==> src/rtl/gpio_ctrl_if.sv <==
// gpio_ctrl_if: memory-mapped peripheral bus between the pipeline and gpio_ctrl.
// Handshake: sel marks a single-cycle access with no wait state; when sel=1,
// we selects write (wdata applied at that edge) or read (rdata valid one cycle later).
interface gpio_ctrl_if;
    logic        sel;
    logic        we;
    logic [4:0]  addr;
    logic [31:0] wdata;
    logic [31:0] rdata;

    modport master (output sel, output we, output addr, output wdata, input rdata);
    modport slave  (input sel, input we, input addr, input wdata, output rdata);
endinterface

==> src/rtl/gpio_ctrl.sv <==
// gpio_ctrl: register-mapped GPIO with direction control, input synchroniser,
// sticky rise/fall status (write-1-to-clear) and a level interrupt.
// Optional feature macro: GPIO_CTRL_SETCLR_EN enables the OUT_SET/OUT_CLR
// aliases at register indices 6 and 7; without it those addresses are inert.
module gpio_ctrl #(
    parameter int WIDTH       = 32,
    parameter int SYNC_STAGES = 2
) (
    input  logic              clk,
    input  logic              rst_n,
    gpio_ctrl_if.slave        bus,
    input  logic [WIDTH-1:0]  gpio_in,
    output logic [WIDTH-1:0]  gpio_out,
    output logic [WIDTH-1:0]  gpio_oe,
    output logic              irq
);

    localparam logic [2:0] A_OUT     = 3'd0;
    localparam logic [2:0] A_DIR     = 3'd1;
    localparam logic [2:0] A_IN      = 3'd2;
    localparam logic [2:0] A_RISE_EN = 3'd3;
    localparam logic [2:0] A_FALL_EN = 3'd4;
    localparam logic [2:0] A_STATUS  = 3'd5;
`ifdef GPIO_CTRL_SETCLR_EN
    localparam logic [2:0] A_OUT_SET = 3'd6;
    localparam logic [2:0] A_OUT_CLR = 3'd7;
`endif

    logic [WIDTH-1:0] r_out;
    logic [WIDTH-1:0] r_dir;
    logic [WIDTH-1:0] r_rise_en;
    logic [WIDTH-1:0] r_fall_en;
    logic [WIDTH-1:0] r_status;
    logic [WIDTH-1:0] r_sync [SYNC_STAGES];
    logic [WIDTH-1:0] r_prev;
    logic [31:0]      r_rdata;

    logic             w_wr;
    logic             w_rd;
    logic [2:0]       w_idx;
    logic [WIDTH-1:0] w_wdata;
    logic [WIDTH-1:0] w_sync;
    logic [WIDTH-1:0] w_rise;
    logic [WIDTH-1:0] w_fall;
    logic [WIDTH-1:0] w_event;
    logic [WIDTH-1:0] w_clr;
    logic [WIDTH-1:0] w_out_next;
    logic [31:0]      w_rd_mux;
    logic             w_unused_bits;

    assign w_wr    = bus.sel & bus.we;
    assign w_rd    = bus.sel & ~bus.we;
    assign w_idx   = bus.addr[4:2];
    assign w_wdata = bus.wdata[WIDTH-1:0];
    // Byte-offset bits and data above WIDTH carry no meaning here.
    assign w_unused_bits = ^{bus.addr[1:0], bus.wdata};

    // Edge detection compares the synchronised level against its one-cycle history.
    assign w_sync  = r_sync[SYNC_STAGES-1];
    assign w_rise  = w_sync & ~r_prev;
    assign w_fall  = ~w_sync & r_prev;
    assign w_event = (w_rise & r_rise_en) | (w_fall & r_fall_en);
    assign w_clr   = (w_wr && (w_idx == A_STATUS)) ? w_wdata : '0;

    // Next OUT value from plain writes and, when enabled, the set/clear aliases.
    always_comb begin
        w_out_next = r_out;
        if (w_wr) begin
            case (w_idx)
                A_OUT:     w_out_next = w_wdata;
`ifdef GPIO_CTRL_SETCLR_EN
                A_OUT_SET: w_out_next = r_out | w_wdata;
                A_OUT_CLR: w_out_next = r_out & ~w_wdata;
`endif
                default:   w_out_next = r_out;
            endcase
        end
    end

    // Read mux: zero-extends every register; IN shows the synchronised pin level.
    always_comb begin
        w_rd_mux = 32'd0;
        case (w_idx)
            A_OUT:     w_rd_mux = 32'(r_out);
            A_DIR:     w_rd_mux = 32'(r_dir);
            A_IN:      w_rd_mux = 32'(w_sync);
            A_RISE_EN: w_rd_mux = 32'(r_rise_en);
            A_FALL_EN: w_rd_mux = 32'(r_fall_en);
            A_STATUS:  w_rd_mux = 32'(r_status);
            default:   w_rd_mux = 32'd0;
        endcase
    end

    // Control registers; a new edge event wins over a simultaneous W1C.
    always_ff @(posedge clk) begin
        if (!rst_n) begin
            r_out     <= '0;
            r_dir     <= '0;
            r_rise_en <= '0;
            r_fall_en <= '0;
            r_status  <= '0;
        end else begin
            r_out    <= w_out_next;
            r_status <= w_event | (r_status & ~w_clr);
            if (w_wr && (w_idx == A_DIR))     r_dir     <= w_wdata;
            if (w_wr && (w_idx == A_RISE_EN)) r_rise_en <= w_wdata;
            if (w_wr && (w_idx == A_FALL_EN)) r_fall_en <= w_wdata;
        end
    end

    // Input synchroniser chain followed by the history flop.
    always_ff @(posedge clk) begin
        if (!rst_n) begin
            for (int i = 0; i < SYNC_STAGES; i++) r_sync[i] <= '0;
            r_prev <= '0;
        end else begin
            r_sync[0] <= gpio_in;
            for (int i = 1; i < SYNC_STAGES; i++) r_sync[i] <= r_sync[i-1];
            r_prev <= w_sync;
        end
    end

    // Registered read data, held between reads.
    always_ff @(posedge clk) begin
        if (!rst_n) begin
            r_rdata <= 32'd0;
        end else if (w_rd) begin
            r_rdata <= w_rd_mux;
        end
    end

    assign bus.rdata = r_rdata;
    assign gpio_out  = r_out;
    assign gpio_oe   = r_dir;
    assign irq       = |r_status;

endmodule

==> src/flat_wrapper.sv <==
// flat-port wrapper written by rule: the top's interface ports become plain ports
module gpio_ctrl_flat 
#(
    parameter int WIDTH       = 32,
    parameter int SYNC_STAGES = 2
)
  (clk, rst_n, gpio_in, gpio_out, gpio_oe, irq, bus_sel, bus_we, bus_addr, bus_wdata, bus_rdata);
  gpio_ctrl_if bus_i ();
  input  logic clk;
  input  logic rst_n;
  input  logic [WIDTH-1:0] gpio_in;
  output logic [WIDTH-1:0] gpio_out;
  output logic [WIDTH-1:0] gpio_oe;
  output logic irq;
  input wire logic [$bits(bus_i.sel)-1:0] bus_sel;
  input wire logic [$bits(bus_i.we)-1:0] bus_we;
  input wire logic [$bits(bus_i.addr)-1:0] bus_addr;
  input wire logic [$bits(bus_i.wdata)-1:0] bus_wdata;
  output wire logic [$bits(bus_i.rdata)-1:0] bus_rdata;
  assign bus_i.sel = bus_sel;
  assign bus_i.we = bus_we;
  assign bus_i.addr = bus_addr;
  assign bus_i.wdata = bus_wdata;
  assign bus_rdata = bus_i.rdata;
  gpio_ctrl #(.WIDTH(WIDTH), .SYNC_STAGES(SYNC_STAGES)) u_core (.clk(clk), .rst_n(rst_n), .bus(bus_i), .gpio_in(gpio_in), .gpio_out(gpio_out), .gpio_oe(gpio_oe), .irq(irq));
endmodule
==> config.mk <==
export PLATFORM = sky130hd
export DESIGN_NAME = gpio_ctrl_flat
export DESIGN_NICKNAME = d
export VERILOG_FILES = /design/src/rtl/gpio_ctrl_if.sv /design/src/rtl/gpio_ctrl.sv /design/src/flat_wrapper.sv
export SDC_FILE = /design/constraint.sdc
export NUM_CORES = 1
export LEC_CHECK = 0
export CAP_MARGIN = 20
export CORE_ASPECT_RATIO = 0.9
export CORE_MARGIN = 3
export CORE_UTILIZATION = 26
export CTS_CLUSTER_DIAMETER = 100
export DETAILED_ROUTE_END_ITERATION = 7
export DONT_BUFFER_PORTS = 1
export PLACE_DENSITY_LB_ADDON = 0.1
export SLEW_MARGIN = 20
export SYNTH_ARGS = -nofsm -noshare
export SYNTH_HDL_FRONTEND = slang
export SYNTH_SLANG_ARGS = --single-unit
==> constraint.sdc <==
create_clock -name clk -period 1.72 [get_ports clk]
set_input_delay 0.344 -clock clk [delete_from_list [all_inputs] [get_ports clk]]
set_output_delay 0.344 -clock clk [all_outputs]
set_load 0.01 [all_outputs]
==> summary.md <==
| Metric | Value |
|---|---|
| Synth Area in Simple Gates | 0.188 |
| WP data arrival | 1870 ps |
| Synthesized area | 0.0118 sq mm |
| Port Buffers | 0 |
| Worst reg2reg setup slack | 170 ps |
| First-pass GRT wire length | 68.4 mm |
| DP HPWL | 26.0 mm |
| Mapped Cells | 1364 |
| Starting density of the core | 0.265 |
| Die area | 0.0478 sq mm |
| Minimum clock period | 2210 ps |
| FMAX | 0.452 GHz |
| Compound-cell area share of the yosys netlist | 0.216 |
| Grt total ovfl | 0 |
| Initial antenna violation count | 0 |
| CP Class | reg2out |
| CP Data Required Time | 1380 ps |
| CTS tree | yes |
| Setup TNS | -494 ps |
| Synth Area in Adders | 0 |
| Max-cap violations | 0 |
| Worst Skew | 12.6 ps |
| Worst Setup Start Kind | flop |
| Post-synth top area cell | dfxtp_1 |
| Largest family of logic cells by synthesized area | compound AO/OA/AOI/OAI gates |
| Final Hold Fails | 0 |
| CORE AREA | 0.0444 sq mm |
| Largest net degree at the start of global routing | 165 |
| Final Max Tran Viols | 0 |
| H-tree Lvls | 2 |
| Wire per inst | 20.8 microns |
| Synth area leaders | dfxtp_1 49%, nand2_1 9.8%, a21boi_0 5.8% |
| Die W | 230 microns |
| GRT Total Usage | 0.190 |
| Top_reg_cell synth | dfxtp_1 |
| FILL cells | 4579 |
| Row count | 73 |
| Slew at the pin with the worst max-slew slack | 1070 ps |
| Iteration-0 DRC Markers | 579 |
| Worst Setup End Kind | primary output |
| Violated checks | setup timing |
| Outcome | finished, violations left |
| RSZ-0062 raised after global routing | true |
| Seq/Total Area, Yosys | 0.491 |
| N_diodes | 0 |
| Root Driver | clkbuf_16 |
| Post-synthesis mux area share | 0.0429 |
| Clock Sink Count | 288 |
| Final Setup Violations | 1 |
| Area share of the largest cell type after synthesis | 0.491 |
| Final period util | 1.29 |
| Number of synthesized register bits | 288 |
| Power density over the cells | 976 mW/mm^2 |
| Number of synthesized flops with an enable pin | 0 |
| Number of I/O pins | 170 |
| Distinct cells, synth | 43 |
| Clock transition at the registers of the reported paths | 60 ps |
| Yosys warnings | 0 |
| Crit path setup slack, layout | -494 ps |
| Critical Path Fanout Max | 2 |
| Post-synthesis xor/xnor area fraction | 0 |
| Final ANT Viol Nets | 0 |
| Hold WC Path Type | in2reg |
| Most common cell after layout, fill and taps aside | nand2_1 |
| Post-synthesis async set-or-reset flop share | 0 |
| DRT Pass-1 Iters | 5 |
| Total Wirelength | 46.1 mm |
| Pleak | 6.39 nW |
| Commonest non-fill, non-tap cells in the layout | 306 x nand2_1, 287 x dfxtp_1, 227 x dlygate4sd3_1 |
| Area grow syn2layout | 37.6% |
| Peak supply drop | 635 uV |
| Clock Latency Late Sink | 530 ps |
| Layout cell share with drive strength beyond 1 | 0.0910 |
| Avg Cell Area, Syn | 8.61 sq um |
| Routability cong. | 0.756 |
| CTS max path bufs | 3 |
| Rel. slew slack | 0.287 |
| Nets | 1663 |
| Die H | 208 microns |
| Vias | 10400 |
| DRC viols | 0 |
| Syn Nets | 1437 |
| Vias in the first global route | 10200 |
| Cts bufs inserted | 36 |
| Total Power | 0.0158 W |
| Vias per cell | 4.67 |
| WHS | 40.5 ps |
-- cell type report --
cell class                 count  area [sq um]  area share
timing repair buffer         284          2880       0.178
multi-input combinational    914          5310       0.328
sequential                   288          5770       0.357
tap                          600           751      0.0464
clock inverter                 7          88.8     0.00549
clock buffer                  57          1130      0.0699
inverter                      66           248      0.0153
-- worst max-delay path: stages, from the launching register on --
cell and delay, ps:
dfxtp_2 320, nor4_2 270, buf_4 160, nand4_1 240
or2_4 350
-- worst paths after layout --
| check | startpoint | end | depth (start not counted) |
|---|---|---|---|
| worst max-delay path | u_core.r_status[23]$_SDFF_PN0_ | irq | 4 |
| worst min-delay path | bus_addr[3] | u_core.bus.rdata[3]$_SDFFE_PN0P_ | 3 |
| worst max register to register | u_core.gpio_oe[13]$_SDFFE_PN0P_ | u_core.bus.rdata[13]$_SDFFE_PN0P_ | 5 |
| worst min register to register | u_core.r_sync[0][21]$_SDFF_PN0_ | u_core.r_sync[0][53]$_SDFF_PN0_ | 1 |
-- logic make-up after synthesis --
kind of cell,count (synthesis)
AO/OA/AOI/OAI,369
buffers and inverters,162
flip-flops,288
multiplexers,49
AND/OR/NAND/NOR,496
-- per-layer routing --
metal  up-vias  GRT usage  share of wire  routed length (microns)
met2       229      0.309           0.46                    21100
met1      5016      0.254           0.46                    21200
met5         -          0              0                        0
li1       5046          -              -                        -
met3        64     0.0429          0.058                     2680
met4         0     0.0527          0.023                     1060
-- timing repair --
action                                  4_1_cts  5_1_grt
pin swaps                                     3        1
hold endpoints to repair                    280        0
resized for setup                             3        2
buffers inserted                              1        0
hold buffers                                228        0
endpoints found under the setup margin        1        1
-- cells in the mapped netlist (all sizes together) (8+ instances only) --
cell type / n
nor4: 8
a22oi: 15
mux2i: 38
o21ai: 68
a21boi: 160
and2: 96
a21oi: 37
nand2: 306
mux2: 11
inv: 65
dfxtp: 288
o221a: 9
buf: 44
clkbuf: 52
a31oi: 43
nor2: 54
o2bb2ai: 9
-- through the flow --
| step | std cells | cell area [sq um] | worst slack (ps) | utilization |
|---|---|---|---|---|
| global placement | 1923 | 12600 | -38.5 | 0.284 |
| finish | 2216 | 16200 | -494 | 0.364 |
| floorplan | 1364 | 11800 | 95.9 | - |
| CTS | 2216 | 16200 | -520 | 0.364 |
| global route | 2216 | 16200 | -560 | 0.364 |
| detailed placement | 1923 | 12600 | -48.9 | 0.284 |
-- where the power goes --
group	switching, W	internal, W
clock network	0.00302	0.00480
logic	0.000448	0.000503
registers	0.000163	0.00685
-- state kept, by name (all words and copies together), names as in the netlist --
signal,count
u_core.r_rise_en,32
u_core.r_sync,64
u_core.r_fall_en,32
u_core.bus.rdata,32
u_core.gpio_out,32
u_core.gpio_oe,32
u_core.r_status,32
u_core.r_prev,32
Note: power is estimated with default switching activity, not from simulation.
